$ cat config.mk
export PLATFORM = sky130hd
export DESIGN_NAME = trap_unit_flat
export DESIGN_NICKNAME = d
export VERILOG_FILES = /design/src/rtl/trap_unit_pkg.sv /design/src/rtl/trap_csr_if.sv /design/src/rtl/trap_unit_irq_sync.sv /design/src/rtl/trap_unit.sv /design/src/flat_wrapper.sv
export SDC_FILE = /design/constraint.sdc
export NUM_CORES = 1
export LEC_CHECK = 0
export ABC_AREA = 0
export BUFFER_PORTS_ARGS = -buffer_cell sky130_fd_sc_hd__buf_4
export CAP_MARGIN = 20
export CELL_PAD_IN_SITES_DETAIL_PLACEMENT = 1
export CELL_PAD_IN_SITES_GLOBAL_PLACEMENT = 1
export CORE_UTILIZATION = 42
export DETAILED_ROUTE_END_ITERATION = 10
export PLACE_DENSITY_LB_ADDON = 0.1
export SLEW_MARGIN = 0
export SYNTH_ARGS = -nofsm -noshare
export SYNTH_HDL_FRONTEND = slang
export SYNTH_HIERARCHICAL = 1
export SYNTH_SLANG_ARGS = --single-unit
$ cat constraint.sdc
create_clock -name clk -period 4.1 [get_ports clk]
set_input_delay 0.41 -clock clk [delete_from_list [all_inputs] [get_ports clk]]
set_output_delay 0.41 -clock clk [all_outputs]
set_load 0.02 [all_outputs]
$ cat src/rtl/trap_unit_pkg.sv
// Shared types and constants for the machine-mode trap unit: FSM state encoding,
// interrupt cause codes, mip/mie bit positions and CSR addresses.
package trap_unit_pkg;

  typedef enum logic [0:0] {IDLE = 1'b0, FLUSH = 1'b1} trap_state_t;
  typedef enum logic [0:0] {DIRECT = 1'b0, VECTORED = 1'b1} mtvec_mode_t;

  localparam logic [4:0] CODE_MSI = 5'd3;
  localparam logic [4:0] CODE_MTI = 5'd7;
  localparam logic [4:0] CODE_MEI = 5'd11;

  localparam int unsigned BIT_MSI = 3;
  localparam int unsigned BIT_MTI = 7;
  localparam int unsigned BIT_MEI = 11;

  localparam logic [31:0] MIE_MASK    = 32'h0000_0888;
  localparam logic [31:0] MCAUSE_MASK = 32'h8000_001F;

  localparam logic [11:0] CSR_MIE    = 12'h304;
  localparam logic [11:0] CSR_MTVEC  = 12'h305;
  localparam logic [11:0] CSR_MEPC   = 12'h341;
  localparam logic [11:0] CSR_MCAUSE = 12'h342;
  localparam logic [11:0] CSR_MTVAL  = 12'h343;
  localparam logic [11:0] CSR_MIP    = 12'h344;

endpackage

$ cat src/rtl/trap_csr_if.sv
// CSR access path between the CSR block (master) and the trap unit (slave).
interface trap_csr_if;
  logic        rd_en;
  logic        wr_en;
  logic [11:0] addr;
  logic [31:0] wr_data;
  logic [31:0] rd_data;

  modport master (output rd_en, wr_en, addr, wr_data, input rd_data);
  modport slave  (input rd_en, wr_en, addr, wr_data, output rd_data);
endinterface

$ cat src/rtl/trap_unit_irq_sync.sv
// Multi-flop synchronizer bringing one asynchronous interrupt level into the clk domain.
module trap_unit_irq_sync #(
  parameter int unsigned SYNC_STAGES = 2
) (
  input  logic clk,
  input  logic rst_n,
  input  logic async_i,
  output logic sync_o
);

  logic [SYNC_STAGES-1:0] ff_q;

  always_ff @(posedge clk or negedge rst_n) begin
    if (!rst_n) ff_q <= '0;
    else        ff_q <= {ff_q[SYNC_STAGES-2:0], async_i};
  end

  assign sync_o = ff_q[SYNC_STAGES-1];

endmodule

$ cat src/rtl/trap_unit.sv
// Machine-mode trap controller: owns mtvec/mie/mip/mepc/mcause/mtval, arbitrates
// exceptions against interrupts, raises trap and supplies the fetch redirect PC.
module trap_unit
  import trap_unit_pkg::*;
#(
  parameter int unsigned SYNC_STAGES  = 2,
  parameter int unsigned FLUSH_CYCLES = 2
) (
  input  logic             clk,
  input  logic             rst_n,
  trap_csr_if.slave        csr,
  input  logic             global_mie,
  input  logic             dbus_wait,
  input  logic [31:0]      inst_pc,
  input  logic             exc_valid,
  input  logic [4:0]       exc_cause,
  input  logic [31:0]      exc_tval,
  input  logic             mret,
  input  logic             meip_in,
  input  logic             mtip_in,
  input  logic             msip_in,
  output logic             trap,
  output logic [31:0]      trap_pc
);

  localparam logic [0:0] ST_IDLE  = IDLE;
  localparam logic [0:0] ST_FLUSH = FLUSH;
  localparam int unsigned CNT_W   = (FLUSH_CYCLES > 1) ? $clog2(FLUSH_CYCLES) : 1;

  logic [29:0]      mtvec_base_q;
  mtvec_mode_t      mtvec_mode_q;
  logic [31:0]      mie_q, mepc_q, mcause_q, mtval_q;
  logic [0:0]       state_q, state_d;
  logic [CNT_W-1:0] cnt_q, cnt_d;

  logic        meip_s, mtip_s, msip_s;
  logic [31:0] mip, pend, vec_base;
  logic [4:0]  irq_code, cause_code;
  logic        idle, irq_req, mret_take;

  trap_unit_irq_sync #(.SYNC_STAGES(SYNC_STAGES)) u_sync_mei (.clk(clk), .rst_n(rst_n), .async_i(meip_in), .sync_o(meip_s));
  trap_unit_irq_sync #(.SYNC_STAGES(SYNC_STAGES)) u_sync_mti (.clk(clk), .rst_n(rst_n), .async_i(mtip_in), .sync_o(mtip_s));
  trap_unit_irq_sync #(.SYNC_STAGES(SYNC_STAGES)) u_sync_msi (.clk(clk), .rst_n(rst_n), .async_i(msip_in), .sync_o(msip_s));

  always_comb begin
    // NOTE: every always_comb output gets a default first so no path leaves it unassigned (no latch).
    mip          = '0;
    mip[BIT_MEI] = meip_s;
    mip[BIT_MTI] = mtip_s;
    mip[BIT_MSI] = msip_s;
  end

  assign pend      = mip & mie_q;
  assign idle      = (state_q == ST_IDLE);
  assign irq_req   = global_mie & (|pend) & ~dbus_wait & idle;
  assign trap      = idle & (exc_valid | irq_req);
  assign mret_take = mret & idle & ~trap;
  assign vec_base  = {mtvec_base_q, 2'b00};

  // Fixed interrupt priority: external, then software, then timer.
  always_comb begin
    if (pend[BIT_MEI])      irq_code = CODE_MEI;
    else if (pend[BIT_MSI]) irq_code = CODE_MSI;
    else                    irq_code = CODE_MTI;
  end

  assign cause_code = exc_valid ? exc_cause : irq_code;

  always_comb begin
    trap_pc = vec_base;
    if (trap) begin
      if (!exc_valid && mtvec_mode_q == VECTORED) trap_pc = vec_base + {25'd0, irq_code, 2'b00};
    end else if (mret) begin
      trap_pc = mepc_q;
    end
  end

  always_comb begin
    csr.rd_data = '0;
    if (csr.rd_en) begin
      case (csr.addr)
        CSR_MTVEC:  csr.rd_data = {mtvec_base_q, 1'b0, mtvec_mode_q};
        CSR_MIE:    csr.rd_data = mie_q;
        CSR_MIP:    csr.rd_data = mip;
        CSR_MEPC:   csr.rd_data = mepc_q;
        CSR_MCAUSE: csr.rd_data = mcause_q;
        CSR_MTVAL:  csr.rd_data = mtval_q;
        default:    csr.rd_data = '0;
      endcase
    end
  end

  // NOTE: CSR state is a handful of registers, not a memory, so every one is cleared by reset.
  always_ff @(posedge clk or negedge rst_n) begin
    if (!rst_n) begin
      mtvec_base_q <= '0;
      mtvec_mode_q <= DIRECT;
      mie_q        <= '0;
      mepc_q       <= '0;
      mcause_q     <= '0;
      mtval_q      <= '0;
    end else begin
      if (csr.wr_en) begin
        case (csr.addr)
          CSR_MTVEC: begin
            mtvec_base_q <= csr.wr_data[31:2];
            if (!csr.wr_data[1]) mtvec_mode_q <= mtvec_mode_t'(csr.wr_data[0]);
          end
          CSR_MIE:    mie_q    <= csr.wr_data & MIE_MASK;
          CSR_MEPC:   mepc_q   <= csr.wr_data & ~32'd3;
          CSR_MCAUSE: mcause_q <= csr.wr_data & MCAUSE_MASK;
          CSR_MTVAL:  mtval_q  <= csr.wr_data;
          default: ;
        endcase
      end
      // NOTE: non-blocking assignments let the later trap update override a same-cycle CSR write.
      if (trap) begin
        mepc_q   <= inst_pc & ~32'd3;
        mcause_q <= {~exc_valid, 26'd0, cause_code};
        mtval_q  <= exc_valid ? exc_tval : 32'd0;
      end
    end
  end

  always_comb begin
    state_d = state_q;
    cnt_d   = cnt_q;
    case (state_q)
      ST_IDLE: begin
        if (trap || mret_take) begin
          state_d = ST_FLUSH;
          cnt_d   = CNT_W'(FLUSH_CYCLES - 1);
        end
      end
      ST_FLUSH: begin
        if (cnt_q == '0) state_d = ST_IDLE;
        else             cnt_d   = cnt_q - CNT_W'(1);
      end
      default: state_d = ST_IDLE;
    endcase
  end

  always_ff @(posedge clk or negedge rst_n) begin
    if (!rst_n) begin
      state_q <= ST_IDLE;
      cnt_q   <= '0;
    end else begin
      state_q <= state_d;
      cnt_q   <= cnt_d;
    end
  end

endmodule

$ cat src/flat_wrapper.sv
// flat-port wrapper written by rule: the top's interface ports become plain ports
module trap_unit_flat import trap_unit_pkg::*;
#(
  parameter int unsigned SYNC_STAGES  = 2,
  parameter int unsigned FLUSH_CYCLES = 2
)
  (clk, rst_n, global_mie, dbus_wait, inst_pc, exc_valid, exc_cause, exc_tval, mret, meip_in, mtip_in, msip_in, trap, trap_pc, csr_rd_en, csr_wr_en, csr_addr, csr_wr_data, csr_rd_data);
  trap_csr_if csr_i ();
  input  logic clk;
  input  logic rst_n;
  input  logic global_mie;
  input  logic dbus_wait;
  input  logic [31:0] inst_pc;
  input  logic exc_valid;
  input  logic [4:0] exc_cause;
  input  logic [31:0] exc_tval;
  input  logic mret;
  input  logic meip_in;
  input  logic mtip_in;
  input  logic msip_in;
  output logic trap;
  output logic [31:0] trap_pc;
  input wire logic [$bits(csr_i.rd_en)-1:0] csr_rd_en;
  input wire logic [$bits(csr_i.wr_en)-1:0] csr_wr_en;
  input wire logic [$bits(csr_i.addr)-1:0] csr_addr;
  input wire logic [$bits(csr_i.wr_data)-1:0] csr_wr_data;
  output wire logic [$bits(csr_i.rd_data)-1:0] csr_rd_data;
  assign csr_i.rd_en = csr_rd_en;
  assign csr_i.wr_en = csr_wr_en;
  assign csr_i.addr = csr_addr;
  assign csr_i.wr_data = csr_wr_data;
  assign csr_rd_data = csr_i.rd_data;
  trap_unit #(.SYNC_STAGES(SYNC_STAGES), .FLUSH_CYCLES(FLUSH_CYCLES)) u_core (.clk(clk), .rst_n(rst_n), .csr(csr_i), .global_mie(global_mie), .dbus_wait(dbus_wait), .inst_pc(inst_pc), .exc_valid(exc_valid), .exc_cause(exc_cause), .exc_tval(exc_tval), .mret(mret), .meip_in(meip_in), .mtip_in(mtip_in), .msip_in(msip_in), .trap(trap), .trap_pc(trap_pc));
endmodule
==> reports/metrics.csv, run 1 <==
metric,value,unit
critPathMaxFanout,11,
layout_commonest_cell,buf_4,
ys_seq_area_share,42.4,%
dp_cells,1064,
insertion_delay,0.37,ns
synthAdderAreaFrac,0.578,%
synth_seq_cells,110,
cts_root_buffer,clkbuf_16,
initial_utilization,42.9,%
synth-edff-count,0,
fin_crit,3.54,ns
num_rows,45,
worstMarginPinSlew,0.916,ns
combPwrFrac,32.9,%
finalCritPeriodShare,86.4,%
final_antenna_net_count,0,
die-area,0.0160,mm2
yosysTopAreaCell,dfrtp_1,
cts_inserted_buffers,9,
slew-limit-headroom,39.0,%
p_leak,0.00362,uW
tns,0,ns
yosysUniqueCellTypes,62,
critPathSlowestCell,and2_1,
drt-total-wl,23700,um
post-synth-top-area-fraction,42.4,%
nNetsFinal,1014,
route.vias.total,6665,
p_switching,1470,uW
p_clk_share,23.1,%
drt_first_pass_iters,7,
total_power,3840,uW
clk_path_buf_depth,2,
worstPathArrival,3.13,ns
rsz0062_at_grt,false,
p_seq_share,44.0,%
ios,189,
htree_levels,3,
drv_slew,0,
cts_hold_buffers,0,
syn-mean-instance-area,8.91,um2
syn_area,0.00650,mm2
crit_chain,"a22oi_2, ha_1, a21oi_1, a211oi_2, and2_1, a211oi_1, nor3_1, buf_4",
viasPerCell,6.17,
yosys_warnings,6,
startpoint_type,register,
place.gp.congestion,0.892,
peakVddDrop,0.275,mV
die_h,126,um
synthArstFlopShare,100,%
cts-resized-gates,0,
cpPeakStageDelay,0.50,ns
required,3.69,ns
syn_inst,729,
area_growth,26.8,%
crit_type,register to output port,
wl_per_cell,22.0,um
antenna_cells,0,
skew,0.0115,ns
cts_setup_buffers,0,
yosys_most_used_dff,dfrtp_1,
synth_compound_area_share,20.8,%
grt_pass1_wl,37500,um
synth-simple-area-share,22.7,%
cts_sinks,110,
p_per_area,466,mW/mm2
status,completed,
grt.total_usage,30.5,%
max_cap_violations,0,
drc,0,
finalSetupViolCount,0,
internal_power,2370,uW
cp-end-kind,output port,
hold_viol,0,
numPortBuffers,184,
antenna_found_initial,0,
path_clk_slew,0.08,ns
sw_frac_of_total,38.2,%
final_cell_mix,"buf_4 (201), nor2_1 (120), nand2_1 (114)",
cts_tree,yes,
setup_slack,0.556,ns
drive_above_1_share,30.8,%
grt_pass1_vias,7069,
fp.dieW,126,um
fin_cells,1080,
hpwl,16900,um
post_synth_xor_area_fraction,0.270,%
core-area,0.0151,mm2
synth_area_leaders,"dfrtp_1 (42%), nor2_1 (7.0%), nand2_1 (6.6%)",
grt_start_max_net_pins,65,
drt_iter0_markers,480,
max_freq,0.282,GHz
synth_top_family_by_area,simple AND/OR/NAND/NOR gates,
dp_slack,0.837,ns
synthMuxAreaShare,7.90,%
hold_class,input port to asynchronous set/reset pin,
overflow,0,
-- power groups by stage --
| stage | registers [uW] | logic, uW | clock network [uW] |
|---|---|---|---|
| 2_1_floorplan | 1600 | 819 | 0 |
| 3_3_place_gp | 1670 | 1200 | 0 |
| 3_5_place_dp | 1700 | 1260 | 0 |
| 4_1_cts | 1680 | 1270 | 897 |
| 5_1_grt | 1730 | 1390 | 931 |
| 6_report | 1690 | 1260 | 886 |
-- stage by stage --
| stage | instance area [um2] | utilization [%] | hold WS, ns |
|---|---|---|---|
| finish | 8240 | 54.4 | 0.0297 |
| global placement | 7950 | 52.5 | 0.339 |
| detailed placement | 7950 | 52.5 | 0.354 |
| global route | 8240 | 54.4 | 0.0791 |
| CTS | 8240 | 54.4 | 0.0414 |
| floorplan | 6500 | - | 0.114 |
-- critical path, delay by kind of cell (launching register included) --
kind / cells / cell delay, ns
DFF: 1 / 0.41
AOI/OAI and AO/OA: 4 / 1.03
adders and majority gates: 1 / 0.26
and+or+nand+nor: 2 / 0.84
buffers and inverters: 1 / 0.21
-- cell type report --
type	instances	area, um2
inverter	11	41.3
sequential	110	2750
multi-input combinational	554	3410
clock inverter	7	61.3
fill	1787	6910
timing repair buffer	201	1510
tap	188	235
clock buffer	9	225
-- final timing paths --
check / slack, ns / startpoint / cells after the start / to
worst max-delay path: 0.56 / u_core/u_sync_mei/ff_q[1] / 8 / trap_pc[31]
max in group asynchronous: 3.11 / rst_n / 2 / u_core/mepc_q[12]
worst min register to register: 0.37 / u_core/u_sync_mti/ff_q[0] / 0 / u_core/u_sync_mti/ff_q[1]
worst max register to register: 1.39 / u_core/mie_q[11] / 8 / u_core/mepc_q[21]
min in group clk: 0.14 / meip_in / 1 / u_core/u_sync_mei/ff_q[0]
worst min-delay path: 0.03 / rst_n / 1 / u_core/mtval_q[4]
-- cell families after synthesis --
group | Yosys count
and+or+nand+nor | 315
AOI/OAI and AO/OA | 185
DFF | 110
buffers and inverters | 66
muxes | 47
adders and majority gates | 3
xor gates and xnor gates | 2
other | 1
-- state kept, by name (all words and copies together) (netlist names) --
name                    flops
u_core/mtval_q             32
u_core/mepc_q              30
u_core/mtvec_base_q        30
u_core/mcause_q             6
u_core/mie_q                3
u_core/u_sync_mei/ff_q      2
u_core/u_sync_msi/ff_q      2
u_core/u_sync_mti/ff_q      2
u_core/cnt_q                1
u_core/mtvec_mode_q         1
u_core/state_q              1
-- routing by layer --
metal | vias to the layer above | global-route usage (%) | wire (um)
met5 | - | 0 | 0
met4 | 0 | 11.6 | 487
met3 | 35 | 4.64 | 1340
met2 | 250 | 53.1 | 12000
met1 | 3368 | 38.3 | 9960
li1 | 3012 | - | -
-- cells in the mapped netlist (all sizes together), types with 2 or more instances --
cell	number
o311ai	4
o22a	3
and2	7
mux2	34
nand4	10
dfrtp	110
and4	4
a21o	2
o21ai	8
and3	10
a31oi	57
a22oi	8
buf	43
o31a	2
nand2b	5
o32a	2
clkbuf	12
o211ai	6
a211oi	16
o32ai	3
a311oi	9
nand3	13
nor2b	5
a21oi	26
o31ai	2
a222oi	27
nor4	5
nor2	123
ha	3
inv	11
o22ai	6
nor3	13
nand2	114
or2	2
mux2i	13
(Power assumes the default switching activity.)
==> run 2: changes to the inputs <==
--- a/config.mk
+++ b/config.mk
@@ -8,7 +8,7 @@
 export ABC_AREA = 0
 export BUFFER_PORTS_ARGS = -buffer_cell sky130_fd_sc_hd__buf_4
 export CAP_MARGIN = 20
-export CELL_PAD_IN_SITES_DETAIL_PLACEMENT = 1
+export CELL_PAD_IN_SITES_DETAIL_PLACEMENT = 0
 export CELL_PAD_IN_SITES_GLOBAL_PLACEMENT = 1
 export CORE_UTILIZATION = 42
 export DETAILED_ROUTE_END_ITERATION = 10
==> run 2 against run 1 <==
Effect of this change: first-iteration DRC count is 1.9% higher; register-to-register slack better by 0.08 ns; global-route usage is 3.0 points lower; critical path type unchanged; highest routed layer unchanged.
==> reports/metrics.csv, run 2 (synthesized netlist as in run 1, its figures left out) <==
metric,value,unit,change
status,completed,,
antenna_found_initial,0,,unchanged
htree_levels,3,,unchanged
cts_inserted_buffers,9,,unchanged
layout_commonest_cell,buf_4,,
r2r_cells,8,,unchanged
p_seq_share,43.8,%,-0.2 points
grt_pass1_wl,34000,um,-9.3%
finalCritPeriodShare,86.5,%,about the same
slew-limit-headroom,40.7,%,+1.7 points
hold_viol,0,,unchanged
regMostFlops,u_core/mtval_q,,
max_cap_violations,0,,unchanged
finalSetupViolCount,0,,unchanged
reg_top3,"u_core/mtval_q x32, u_core/mepc_q x30, u_core/mtvec_base_q x30",,
nNetsFinal,1014,,unchanged
overflow,0,,unchanged
area_growth,27.1,%,
grt_pass1_vias,6368,,-9.9%
combPwrFrac,31.9,%,-1.0 points
critPathSlowestCell,and2_1,,
fin_cells,1080,,unchanged
cts_hold_buffers,0,,unchanged
fin_crit,3.54,ns,+0.000624 ns
num_rows,45,,unchanged
sw_frac_of_total,36.5,%,-1.7 points
cts-resized-gates,0,,unchanged
cts_sinks,110,,unchanged
crit_chain,"a22oi_2, ha_1, o211ai_1, a211oi_2, and2_1, a211oi_1, a311oi_1, buf_4",,
die_h,126,um,unchanged
fp.dieW,126,um,unchanged
internal_power,2430,uW,+2.6%
worstPathArrival,3.13,ns,about the same
final_cell_mix,"buf_4 (201), nor2_1 (120), nand2_1 (114)",,
p_clk_share,24.3,%,+1.2 points
wl_per_cell,20.1,um,-8.7%
grt_start_max_net_pins,65,,unchanged
initial_utilization,42.9,%,unchanged
critPathMaxFanout,11,,unchanged
final_antenna_net_count,0,,unchanged
startpoint_type,register,,
p_leak,0.00364,uW,+0.35%
clk_path_buf_depth,2,,unchanged
die-area,0.0160,mm2,unchanged
multi_input_area,0.00341,mm2,unchanged
hpwl,15200,um,-9.9%
p_per_area,463,mW/mm2,-0.48%
drv_slew,0,,unchanged
peakVddDrop,0.322,mV,+17%
antenna_cells,0,,unchanged
worstMarginPinSlew,0.890,ns,-0.0257 ns
tns,0,ns,unchanged
cts_setup_buffers,0,,unchanged
cp-end-kind,output port,,
max_freq,0.282,GHz,about the same
drt-total-wl,21700,um,-8.7%
ios,189,,unchanged
route.vias.total,6515,,-2.3%
worst-r2r-setup-slack,1.47,ns,+0.08 ns
drt_first_pass_iters,7,,unchanged
insertion_delay,0.36,ns,about the same
p_switching,1400,uW,-4.7%
rsz0062_at_grt,false,,
ff_latch_area,0.00275,mm2,unchanged
crit_type,register to output port,,
drive_above_1_share,30.8,%,unchanged
r2r_end,u_core/mepc_q[31],,
drc,0,,unchanged
viasPerCell,6.03,,-2.3%
cts_root_buffer,clkbuf_16,,
grt.total_usage,27.6,%,-3.0 points
cpPeakStageDelay,0.50,ns,about the same
place.gp.congestion,0.892,,unchanged
hold_class,input port to asynchronous set/reset pin,,
dp_cells,1064,,unchanged
fill_cells,1439,,-19%
cts_tree,yes,,
r2r_start,u_core/mie_q[11],,
path_clk_slew,0.08,ns,about the same
numPortBuffers,184,,unchanged
drt_iter0_markers,489,,+1.9%
core-area,0.0151,mm2,unchanged
largest_register_ffs,32,,unchanged
required,3.69,ns,about the same
skew,0.00863,ns,-0.00285 ns
-- run 2: power by group through the flow --
stage	sequential, uW	combinational (uW)	clock, uW
final	1680	1220	930
after global routing	1720	1350	996
after CTS	1670	1230	953
after detailed placement	1690	1230	0
after global placement	1670	1200	0
after floorplan	1600	819	0
-- run 2: worst max-delay path by stage --
| stage | startpoint | end | slack, ns |
|---|---|---|---|
| floorplan | u_core/u_sync_mei/ff_q[1] | trap_pc[21] | 1.40 |
| global placement | dbus_wait | trap_pc[23] | 0.92 |
| detailed placement | dbus_wait | trap_pc[23] | 0.93 |
| CTS | u_core/u_sync_mei/ff_q[1] | trap_pc[23] | 0.61 |
| global route | u_core/u_sync_mei/ff_q[1] | trap_pc[23] | 0.33 |
| finish | u_core/u_sync_mei/ff_q[1] | trap_pc[23] | 0.56 |
-- run 2: area by class of cell --
cell class                 count  area share (%)
sequential                   110            33.3
clock inverter                 7            1.03
tap                          188            2.85
inverter                      11           0.500
multi-input combinational    554            41.3
timing repair buffer         201            18.3
clock buffer                   9            2.73
-- run 2: metrics by stage --
stage | power, uW | utilization (%) | cell area [um2] | hold slack, ns | worst slack [ns]
3_5_place_dp | 2920 | 52.5 | 7950 | 0.345 | 0.928
3_3_place_gp | 2870 | 52.5 | 7950 | 0.339 | 0.916
5_1_grt | 4060 | 54.5 | 8260 | 0.0767 | 0.332
6_report | 3830 | 54.5 | 8260 | 0.0346 | 0.555
4_1_cts | 3850 | 54.5 | 8260 | 0.0436 | 0.612
2_1_floorplan | 2420 | - | 6500 | 0.114 | 1.40
-- run 2: layer usage --
| layer | vias to the layer above | global-route usage, % | share of wire [%] |
|---|---|---|---|
| li1 | 3020 | - | - |
| met1 | 3187 | 36.8 | 44 |
| met2 | 284 | 46.0 | 48 |
| met3 | 24 | 4.56 | 6.7 |
| met4 | 0 | 8.08 | 1.4 |
| met5 | - | 0 | 0 |
-- run 2: critical path: cells and delay by family, from the launching register on --
kind | cells | cell delay, ns
AO/OA/AOI/OAI | 5 | 1.41
adder cells (fa/ha/maj) | 1 | 0.25
buffers and inverters | 1 | 0.21
flip-flops | 1 | 0.41
AND/OR/NAND/NOR | 1 | 0.50
==> run 3: changes to the inputs <==
--- a/config.mk
+++ b/config.mk
@@ -6,7 +6,7 @@
 export NUM_CORES = 1
 export LEC_CHECK = 0
 export ABC_AREA = 0
-export BUFFER_PORTS_ARGS = -buffer_cell sky130_fd_sc_hd__buf_4
+export BUFFER_PORTS_ARGS = -buffer_cell sky130_fd_sc_hd__buf_2
 export CAP_MARGIN = 20
 export CELL_PAD_IN_SITES_DETAIL_PLACEMENT = 0
 export CELL_PAD_IN_SITES_GLOBAL_PLACEMENT = 1
==> run 3 against run 2 <==
Effect of this change: maximum frequency decreased by 0.36%; sequential power is essentially flat; critical path type unchanged; clock skew decreased by 0.00078 ns; final area is 5.7% lower; utilization shrank 3.1 points; highest routed layer unchanged; sequential share of layout area grew 2.0 points; clock power decreased by 7.4%; combinational power decreased by 6%.
==> reports/metrics.csv, run 3 (synthesized netlist as in run 1, its figures left out) <==
metric,value,unit,change
p_per_area,472,mW/mm2,+1.9%
cp-end-kind,output port,,
fp.dieW,126,um,unchanged
htree_levels,3,,unchanged
die_h,126,um,unchanged
rsz0062_at_grt,false,,
hold_class,input port to asynchronous set/reset pin,,
drt-total-wl,21600,um,-0.18%
overflow,0,,unchanged
finalSetupViolCount,0,,unchanged
area_growth,19.9,%,
r2r_start,u_core/u_sync_mei/ff_q[1],,
cts_tree,yes,,
cts_setup_buffers,0,,unchanged
p_switching,1390,uW,-0.78%
cts-resized-gates,0,,unchanged
combPwrFrac,31.3,%,-0.6 points
worstMarginPinSlew,0.894,ns,+0.00390 ns
startpoint_type,register,,
ios,189,,unchanged
max_freq,0.281,GHz,-0.36%
sw_frac_of_total,37.7,%,+1.2 points
crit_type,register to output port,,
cts_inserted_buffers,9,,unchanged
grt_pass1_vias,6325,,-0.68%
cts_root_buffer,clkbuf_16,,
antenna_cells,0,,unchanged
grt_start_max_net_pins,61,,-6.2%
place_area,0.00751,mm2,-5.6%
path_clk_slew,0.08,ns,about the same
drive_above_1_share,31.0,%,+0.15 points
peakVddDrop,0.245,mV,-24%
nNetsFinal,1016,,+0.20%
p_seq_share,45.3,%,+1.5 points
drt_first_pass_iters,6,,-1
insertion_delay,0.36,ns,about the same
die-area,0.0160,mm2,unchanged
slew-limit-headroom,40.4,%,-0.26 points
antenna_found_initial,0,,unchanged
grt.total_usage,27.7,%,+0.097 points
critPathMaxFanout,11,,unchanged
finalCritPeriodShare,86.8,%,+0.31 points
worstSetupEndpoint,trap_pc[31],,
startpoint,u_core/u_sync_mei/ff_q[1],,
status,completed,,
skew,0.00785,ns,-0.000782 ns
core-area,0.0151,mm2,unchanged
cts_sinks,110,,unchanged
initial_utilization,42.9,%,unchanged
p_leak,0.00351,uW,-3.5%
wl_met1,9430,um,-0.19%
r2r_cells,8,,unchanged
final_area,0.00779,mm2,-5.7%
drc,0,,unchanged
hold_viol,0,,unchanged
viasPerCell,5.96,,-1.1%
p_clk_share,23.4,%,-0.9 points
required,3.69,ns,about the same
place.gp.congestion,0.891,,-0.17%
max_cap_violations,0,,unchanged
drv_slew,0,,unchanged
drt_iter0_markers,550,,+12%
layout_commonest_cell,buf_2,,
tns,0,ns,unchanged
grt_pass1_wl,33800,um,-0.43%
final_cell_mix,"buf_2 (183), nor2_1 (120), nand2_1 (114)",,
cts_hold_buffers,0,,unchanged
r2r_end,u_core/mepc_q[29],,
regMostFlops,u_core/mtval_q,,
wl_met2,10300,um,-2.1%
largest_register_ffs,32,,unchanged
reg_top3,"u_core/mtval_q x32, u_core/mepc_q x30, u_core/mtvec_base_q x30",,
numPortBuffers,184,,unchanged
wl_met3,1470,um,+1.3%
worstPathArrival,3.15,ns,+0.02 ns
wl_per_cell,20.0,um,-0.36%
num_rows,45,,unchanged
hpwl,15200,um,-0.12%
fin_crit,3.56,ns,+0.0127 ns
internal_power,2290,uW,-5.7%
clk_path_buf_depth,2,,unchanged
worst-r2r-setup-slack,1.30,ns,-0.17 ns
final_antenna_net_count,0,,unchanged
route.vias.total,6453,,-0.95%
routed.top_layer,met4,,
[run 3: cell types whose count changed in the layout (fill, tap and decap cells not counted), sizes merged]
| cell | change |
|---|---|
| inv | -3 |
| buf | +2 |
| clkinv | +2 |
| clkinvlp | +2 |
| bufinv | -1 |
[run 3: cell type report]
type / count / area [um2]
multi-input combinational: 554 / 3410
inverter: 11 / 41.3
sequential: 110 / 2750
tap: 188 / 235
timing repair buffer: 203 / 1070
clock inverter: 7 / 57.6
clock buffer: 9 / 225
fill: 1501 / 7360
[run 3: worst min-delay path by stage]
stage                         startpoint                   endpoint  slack [ns]  cells after the start
4_1_cts                          meip_in  u_core/u_sync_mei/ff_q[0]        0.14                      1
2_1_floorplan                      rst_n               u_core/cnt_q        0.11                      0
3_5_place_dp   u_core/u_sync_mei/ff_q[0]  u_core/u_sync_mei/ff_q[1]        0.34                      0
5_1_grt                          mtip_in  u_core/u_sync_mti/ff_q[0]        0.14                      1
6_report                           rst_n          u_core/mtval_q[2]         0.1                      1
3_3_place_gp   u_core/u_sync_mti/ff_q[0]  u_core/u_sync_mti/ff_q[1]        0.34                      0
[run 3: routing by layer]
layer / up-vias / GRT usage [%]
met2: 294 / 46.2
met4: 0 / 10.6
met1: 3111 / 37.0
li1: 3019 / -
met3: 29 / 2.99
met5: - / 0
[run 3: per-stage QoR]
stage | cells | power, uW | worst slack, ns | utilization (%) | hold slack [ns]
floorplan | 730 | 2420 | 1.40 | - | 0.114
global placement | 1066 | 2790 | 1.05 | 49.6 | 0.337
detailed placement | 1066 | 2840 | 0.982 | 49.6 | 0.339
CTS | 1082 | 3700 | 0.570 | 51.4 | 0.140
global route | 1082 | 3900 | 0.379 | 51.4 | 0.142
finish | 1082 | 3680 | 0.543 | 51.4 | 0.0991
[run 3: power groups by stage]
stage	Combinational, uW	Sequential [uW]	Clock [uW]
6_report	1150	1670	861
3_3_place_gp	1120	1670	0
5_1_grt	1270	1710	913
3_5_place_dp	1150	1680	0
4_1_cts	1150	1670	879
2_1_floorplan	819	1600	0
[run 3: critical path, cell delays in order, from the launching register on]
cell and delay (ns):
dfrtp_1 0.41, and2_1 0.21, ha_1 0.37, o211ai_1 0.16, a211oi_2 0.44, and2_1 0.51, a211oi_1 0.14, nor3_1 0.32
buf_2 0.23
